`src/rtl/efuse_array_emu.sv`:
```
// efuse_array_emu: 256-bit one-time-programmable eFuse model with pulse-width timing checks
module efuse_array_emu #(
  parameter int unsigned TRD_MIN = 4,
  parameter int unsigned TPGM_MIN = 16,
  parameter logic [255:0] INIT_FUSE = 256'h0
) (
  input  logic         clk,
  input  logic         rst,
  input  logic         efuse_pgmen_i,
  input  logic         efuse_rden_i,
  input  logic         efuse_aen_i,
  input  logic [7:0]   efuse_addr_i,
  output logic [7:0]   efuse_rdata_o,
  output logic         err_o,
  output logic [1:0]   err_code_o,
  output logic [8:0]   pgm_cnt_o,
  output logic [255:0] fuse_array_o
);
  typedef enum logic [1:0] {IDLE, RD_PULSE, PG_PULSE, ABORT} state_t;
  state_t state, state_nx;
  logic [9:0] cnt;
  logic [7:0] addr_q;
  logic err_now, rd_commit, pg_commit, changed, in_pulse_nx;
  logic [1:0] code_now;
  assign changed = efuse_addr_i != addr_q || efuse_rden_i != (state == RD_PULSE) ||
                   efuse_pgmen_i != (state == PG_PULSE);
  assign in_pulse_nx = state_nx == RD_PULSE || state_nx == PG_PULSE;
  always_comb begin
    state_nx = state;
    err_now = 1'b0;
    code_now = 2'd0;
    rd_commit = 1'b0;
    pg_commit = 1'b0;
    unique case (state)
      IDLE: if (efuse_aen_i) begin
        if (efuse_rden_i ^ efuse_pgmen_i) begin
          state_nx = efuse_rden_i ? RD_PULSE : PG_PULSE;
        end else begin
          state_nx = ABORT;
          err_now = 1'b1;
          code_now = 2'd1;
        end
      end
      RD_PULSE, PG_PULSE: if (efuse_aen_i) begin
        if (changed) begin
          state_nx = ABORT;
          err_now = 1'b1;
          code_now = 2'd3;
        end
      end else begin
        state_nx = IDLE;
        rd_commit = state == RD_PULSE && cnt >= 10'(TRD_MIN);
        pg_commit = state == PG_PULSE && cnt >= 10'(TPGM_MIN);
        err_now = !(rd_commit || pg_commit);
        code_now = err_now ? 2'd2 : 2'd0;
      end
      ABORT: state_nx = efuse_aen_i ? ABORT : IDLE;
      default: state_nx = IDLE;
    endcase
  end
  always_ff @(posedge clk or posedge rst) begin
    if (rst) begin
      state <= IDLE;
      cnt <= '0;
      addr_q <= '0;
      efuse_rdata_o <= 8'h00;
      err_o <= 1'b0;
      err_code_o <= 2'd0;
      pgm_cnt_o <= '0;
      fuse_array_o <= INIT_FUSE;
    end else begin
      state <= state_nx;
      cnt <= in_pulse_nx ? (state == IDLE ? 10'd1 : cnt + 10'(cnt != 10'h3ff)) : '0;
      if (state == IDLE) addr_q <= efuse_addr_i;
      err_o <= err_now;
      if (err_now) err_code_o <= code_now;
      if (rd_commit) efuse_rdata_o <= fuse_array_o[{addr_q[7:3], 3'b000} +: 8];
      // Re-programming a blown bit still counts; OR-ing keeps fuses monotonic 0->1.
      if (pg_commit) begin
        fuse_array_o[addr_q] <= 1'b1;
        pgm_cnt_o <= pgm_cnt_o + 9'(pgm_cnt_o != 9'h1ff);
      end
    end
  end
endmodule

```
`config.mk`:
```
export PLATFORM = sky130hd
export DESIGN_NAME = efuse_array_emu
export DESIGN_NICKNAME = d
export VERILOG_FILES = /design/src/rtl/efuse_array_emu.sv
export SDC_FILE = /design/constraint.sdc
export NUM_CORES = 1
export LEC_CHECK = 0
export ABC_AREA = 1
export CAP_MARGIN = 40
export CORE_MARGIN = 1
export CORE_UTILIZATION = 51
export DETAILED_ROUTE_END_ITERATION = 12
export HOLD_SLACK_MARGIN = 0.08
export PLACE_DENSITY = 0.88
export SETUP_SLACK_MARGIN = 0.5
export SLEW_MARGIN = 30
export SYNTH_ARGS = -nofsm -noshare
export SYNTH_HDL_FRONTEND = slang
export SYNTH_SLANG_ARGS = --single-unit
```
`constraint.sdc`:
```
create_clock -name clk -period 11.4 [get_ports clk]
set_input_delay 1.14 -clock clk [delete_from_list [all_inputs] [get_ports clk]]
set_output_delay 1.14 -clock clk [all_outputs]
set_load 0.02 [all_outputs]
```
==> impl_metrics.ini, run 1 <==
[status]
outcome = complete, no violations

[routing]
vias_per_cell = 6.073
drtIter0Drc = 1587
route.antenna.remaining_nets = 0
via_count = 12220
post-route-drc-count = 0
post_drt_wl_per_cell_um = 22.14
drt_wirelength_um = 44550
detailedRoute.firstPassIterationCount = 7

[logic_synthesis]
synthDistinctLibCells = 35
synth_enable_flop_cells = 0
yosys_warnings = 0
syn-num-nets = 1422
syn-instance-count = 1399
ys_dominant_reg_cell = dfrtp_1
synthesized_area_divided_by_synthesized_cell_count_um2 = 9.483
synth_top_cell_area_share_pct = 55.83
netlist_area_um2 = 13270
async_reset_ff_share_pct = 100.0
ys_top_cells_by_area = dfrtp_1 (56%), o21ai_0 (7.1%), o21bai_1 (5.9%), nand2_1 (5.8%), inv_1 (5.1%)
synthDominantAreaCellType = dfrtp_1
synth-seq-cells = 296
synth_sequential_area_ratio_pct = 55.83

[die]
fp.dieW_um = 163.3
die-height_um = 163.3
dieArea_um2 = 26660
core-area_um2 = 25330
fp-row-count = 58
io-pin-count = 289
initial_utilization_pct = 52.38

[power_and_ir_drop]
power_density_nw_per_um2 = 182.7
leak_pwr_nw = 8.188
vdd.ir_drop.worst_mv = 0.1313

[timing]
period_needed_ps = 3055
final.setup_skew_ps = 9.807
maxSlewHeadroom_pct = 38.13
fmax_mhz = 327.3
hold-worst-slack_ps = 482.7
share_of_the_clock_period_used_by_the_worst_path_pct = 26.80
hold_violations = 0
timing.setup.tns_ps = 0
maxSlewViolCount = 0
setup_viol_count_final = 0
max_slew.worst_pin.slew_ps = 925.8
grt_setup_unrepaired = no

[critical_path]
crit_chain = nand2_2, inv_1, nand3_1, o21ai_0
cpMaxStageDelayCell = nand3_1
timing.critical_path.fanout_max = 21
cp.buffers_inverters = 1
r2r_cells = 4
start_kind = flip-flop
critical-path-max-stage-delay_ps = 770
arrival_ps = 3490
cp_top_family = simple AND/OR/NAND/NOR gates
critical_path_required_ps = 11840
critical_path_cell_count = 4
critical_path_class = reg -> reg
critical_path_sink_type = flip-flop

[global_route]
grt_antenna_before_repair = 1
grt_max_degree = 87
number_of_global_route_vias_before_repair = 11870
globalRouteOverflowTotal = 0
grt_use_total_pct = 33.59
first_pass_grt_wire_length_um = 67790

[worst_hold_path]
holdPathStages = 2
min_path_type = reg -> reg

[clock_tree]
number_of_cts_inserted_buffers = 30
max-clock-path-buffers = 3
h-tree-depth = 1
cts_num_sinks = 296
cts-resized-gates = 0
clock_insertion_delay_worst_skew_ps = 560
cts_tree = done
clockRootBuffer = clkbuf_16
post_cts.repair.setup_buffers = 0
clk_transition_reported_paths_ps = 60
holdBufCountCts = 0

[placed_design]
dp_hpwl_um = 30500
gp_routability_congestion = 0.9183
place.port_buffers = 288

[final_layout]
nNetsFinal = 1684
area_growth_syn_to_layout_pct = 31.79
layout-drive-gt1-share_pct = 8.031

[run]
max_cap_viol_count = 0
[metal layers]
metal  vias to the layer above  routed length [µm]  track usage, %
met4                         0                2663           18.73
met1                      6043               17060           43.82
met2                       806               20590           52.85
li1                       5194                   -               -
met3                       175                4239           6.348
met5                         -                   0               0
[final timing paths]
kind | endpoint | slack, ps | from
setup / recovery | fuse_array_o[60] | 8340 | addr_q[5]
hold / removal | fuse_array_o[252] | 480 | fuse_array_o[252]
setup reg to reg | fuse_array_o[60] | 8340 | addr_q[5]
hold reg to reg | fuse_array_o[252] | 480 | fuse_array_o[252]
max in group asynchronous | addr_q[3] | 8830 | rst
min in group asynchronous | fuse_array_o[145] | 1010 | rst
[cell type report]
type / instances / area, µm²
Inverter: 184 / 700.7
Clock inverter: 5 / 50.05
Sequential cell: 296 / 7411
Antenna cell: 1 / 2.502
Multi-Input combinational cell: 842 / 4823
Tap cell: 330 / 412.9
Timing Repair Buffer: 307 / 3158
Fill cell: 1799 / 7843
Clock buffer: 47 / 925.9
[tightest hold or removal path: cells and delay by family (launching register included)]
kind | cells | cell delay (ps)
AO/OA/AOI/OAI | 1 | 60
buffers and inverters | 1 | 50
flip-flops | 1 | 340
[synthesized netlist by cell type, types with 4 or more instances]
library cell / n
dfrtp_1: 296
nand2_1: 206
o21ai_0: 189
inv_1: 179
o21bai_1: 104
o211ai_1: 79
nor2_1: 62
a21oi_1: 47
o21bai_2: 34
clkbuf_1: 32
buf_2: 31
nand3_1: 30
nand4_1: 19
buf_1: 10
ha_1: 10
nor3_1: 9
or2_2: 9
o21ai_2: 7
a31oi_1: 6
xor2_1: 5
buf_6: 4
nand2_4: 4
nor2_2: 4
[flip-flops by register name (all words and copies together) (netlist names)]
signal / flops
err_o: 1
addr_q: 8
fuse_array_o: 256
state: 2
pgm_cnt_o: 9
efuse_rdata_o: 8
err_code_o: 2
cnt: 10
[kinds of logic after synthesis]
family | after synthesis | share of synthesized area (%)
AO/OA/AOI/OAI | 476 | 23.42
AND/OR/NAND/NOR | 348 | 11.36
XOR/XNOR | 8 | 0.5282
adder cells (fa/ha/maj) | 10 | 0.9431
flip-flops | 296 | 55.83
buffers and inverters | 261 | 7.922
[per-stage QoR]
stage / instance area [µm²] / utilization, % / worst slack (ps) / power, W / std cells
finish: 17480 / 69.03 / 8345 / 0.003194 / 2012
global route: 17480 / 69.03 / 8311 / 0.003318 / 2012
CTS: 17430 / 68.83 / 8470 / 0.003153 / 2007
detailed placement: 16460 / 64.98 / 8049 / 0.002177 / 1955
global placement: 16270 / 64.25 / 7845 / 0.002103 / 1946
floorplan: 13270 / - / 2084 / 0.001820 / 1399
[cells in the final DEF, fill, tap and decap left out, types with 10 or more instances in the layout]
master,count
dfrtp_1,295
clkdlybuf4s50_1,288
nand2_1,205
o21ai_0,189
inv_1,178
o21bai_1,104
o211ai_1,79
nor2_1,61
a21oi_1,47
o21bai_2,34
clkbuf_16,31
nand3_1,30
nand4_1,19
ha_1,10
[power by group]
part	internal [W]	leakage, nW	switching [W]
combinational	0.000299	4.26	0.000736
sequential	0.00110	3.45	0.0000808
clock	0.000574	0.485	0.000407
total	0.00197	8.19	0.00122
(Power assumes the default switching activity.)
==> inputs of run 2 (changes only) <==
- clock period: 11.4 -> 3.15 ns (I/O delays scaled with it)
==> run 2 against run 1 <==
First-iteration DRC count down 6.0%. Global-route usage shrank 0.27 points. Sequential share of layout area is 0.13 points lower. Utilization grew 0.21 points. Hold slack got worse by 250 ps. Highest routed layer unchanged.
==> impl_metrics.ini, run 2 (synthesis results as in run 1) <==
[routing]
drt_wirelength_um = 44150
via_count = 12040
drtIter0Drc = 1491
detailedRoute.firstPassIterationCount = 6
post-route-drc-count = 0
vias_per_cell = 5.973
post_drt_wl_per_cell_um = 21.90
route.antenna.remaining_nets = 0

[critical_path]
cp.buffers_inverters = 2
critical-path-max-stage-delay_ps = 590
arrival_ps = 2950
crit-reg2reg-launch = addr_q[3]
start_kind = flip-flop
cpMaxStageDelayCell = dfrtp_4
cp_top_family = compound AO/OA/AOI/OAI gates
crit_chain = inv_1, buf_4, a21oi_1, o21ai_0, o2111ai_1, a21oi_1, a21boi_0
r2r_cells = 7
r2r-end = efuse_rdata_o[5]
critical_path_required_ps = 3560
timing.critical_path.fanout_max = 20
critical_path.most_common_cell = a21oi_1
critical_path_sink_type = flip-flop
r2r_setup_slack_ps = 610
critical_path_class = reg -> reg

[power_and_ir_drop]
switching_part_of_the_total_pct = 37.62
internal_power_w = 0.007321
comb_power_share_pct = 31.8
clockPowerShare_pct = 32.5
vdd.ir_drop.worst_mv = 0.6114
leak_pwr_nw = 8.206
post-layout-total-power_w = 0.01174
power_density_nw_per_um2 = 669.2
share_seq_of_total_power_pct = 35.7
power_switching_w = 0.004415

[placed_design]
dp_hpwl_um = 30400
gp_routability_congestion = 0.9282
detailed_place.area_um2 = 16420
place.port_buffers = 288

[die]
io-pin-count = 289
die-height_um = 163.3
core-area_um2 = 25330
fp-row-count = 58
dieArea_um2 = 26660
initial_utilization_pct = 52.38
fp.dieW_um = 163.3

[status]
outcome = complete, no violations

[timing]
setup_viol_count_final = 0
period_needed_ps = 2538
share_of_the_clock_period_used_by_the_worst_path_pct = 80.58
maxSlewHeadroom_pct = 42.72
hold-worst-slack_ps = 232.7
final.setup_skew_ps = 16.05
max_slew.worst_pin.slew_ps = 856.8
fmax_mhz = 394.0
maxSlewViolCount = 0
hold_violations = 0
grt_setup_unrepaired = yes

[run]
max_cap_viol_count = 0

[global_route]
grt_antenna_before_repair = 1
first_pass_grt_wire_length_um = 67460
grt_use_total_pct = 33.33
grt_max_degree = 153
number_of_global_route_vias_before_repair = 11860
globalRouteOverflowTotal = 0

[clock_tree]
clock_insertion_delay_worst_skew_ps = 560
cts_num_sinks = 296
clk_transition_reported_paths_ps = 70
h-tree-depth = 1
clockRootBuffer = clkbuf_16
holdBufCountCts = 0
max-clock-path-buffers = 3
cts_tree = done
number_of_cts_inserted_buffers = 30

[final_layout]
design_area_um2 = 17540
final_util_pct = 69.25
largest_regs = fuse_array_o: 256 flops, cnt: 10 flops, pgm_cnt_o: 9 flops
area_growth_syn_to_layout_pct = 32.20
nNetsFinal = 1687
layout-drive-gt1-share_pct = 8.427
final_common_cell = dfrtp_1
largest_register_ff_count = 256
largest-register = fuse_array_o
most-common-layout-cells = dfrtp_1 (295), clkdlybuf4s50_1 (288), nand2_1 (204), o21ai_0 (189), inv_1 (178)

[worst_hold_path]
min_path_type = in -> async
==> run 2: changes by cell type in the layout (fill, tap and decap cells not counted), moves of 2 or more <==
| cell | previous run | this run |
|---|---|---|
| buf_16 | 3 | 1 |
| bufinv_16 | 1 | 5 |
| clkbuf_8 | 9 | 4 |
| clkinv_4 | 0 | 3 |
| buf_4 | 7 | 15 |
| clkbuf_1 | 7 | 5 |
| buf_6 | 4 | 0 |
| clkinvlp_4 | 0 | 3 |
==> run 2: per-layer routing <==
layer	track usage (%)	share of wire, %	up-vias
li1	-	-	5211
met1	43.12	38	5873
met2	52.97	46	781
met3	6.374	9.6	177
met4	18.10	6.0	0
met5	0	0	-
==> run 2: worst max path at each step <==
stage                           start           endpoint  slack [ps]  cells past startpoint
after floorplan                   rst          addr_q[0]       -1100                      1
after global placement    efuse_aen_i  fuse_array_o[124]         780                      8
after detailed placement  efuse_aen_i   fuse_array_o[93]         620                      8
after CTS                    state[0]  fuse_array_o[220]         700                     10
after global routing         state[0]  fuse_array_o[141]         470                     10
final                       addr_q[3]   efuse_rdata_o[5]         610                      7
==> run 2: layout make-up <==
class | count | area [µm²]
sequential | 296 | 7411
antenna | 1 | 2.502
tap | 330 | 412.9
inverter | 184 | 696.9
clock buffer | 40 | 849.6
clock inverter | 13 | 206.4
timing repair buffer | 310 | 3133
multi-input combinational | 842 | 4826
fill | 1836 | 7789
==> run 2: worst register-to-register path, delay by kind of cell (launching register included) <==
kind	cells	cell delay, ps
compound gates	5	960
buf+inv	2	850
flops	1	590
==> run 2: repair_timing <==
item / CTS / global route
setup endpoints to repair: 0 / 3
hold endpoints to repair: 0 / 0
resized for setup: 0 / 2
buffers inserted: 0 / 0
==> run 2: power groups by stage <==
stage          logic (W)  clock network [W]  registers (W)
5_1_grt          0.00401            0.00397        0.00421
6_report         0.00373            0.00382        0.00419
2_1_floorplan    0.00234                  0        0.00425
3_3_place_gp     0.00350                  0        0.00424
4_1_cts          0.00360            0.00381        0.00418
3_5_place_dp     0.00356                  0        0.00425
==> run 2: per-stage QoR <==
stage | cells | TNS, ps | worst slack, ps
floorplan | 1399 | -324450 | -1096
global placement | 1959 | 0 | 776.1
detailed placement | 1959 | 0 | 616.9
CTS | 2012 | 0 | 699.6
global route | 2016 | 0 | 473.0
finish | 2016 | 0 | 611.9
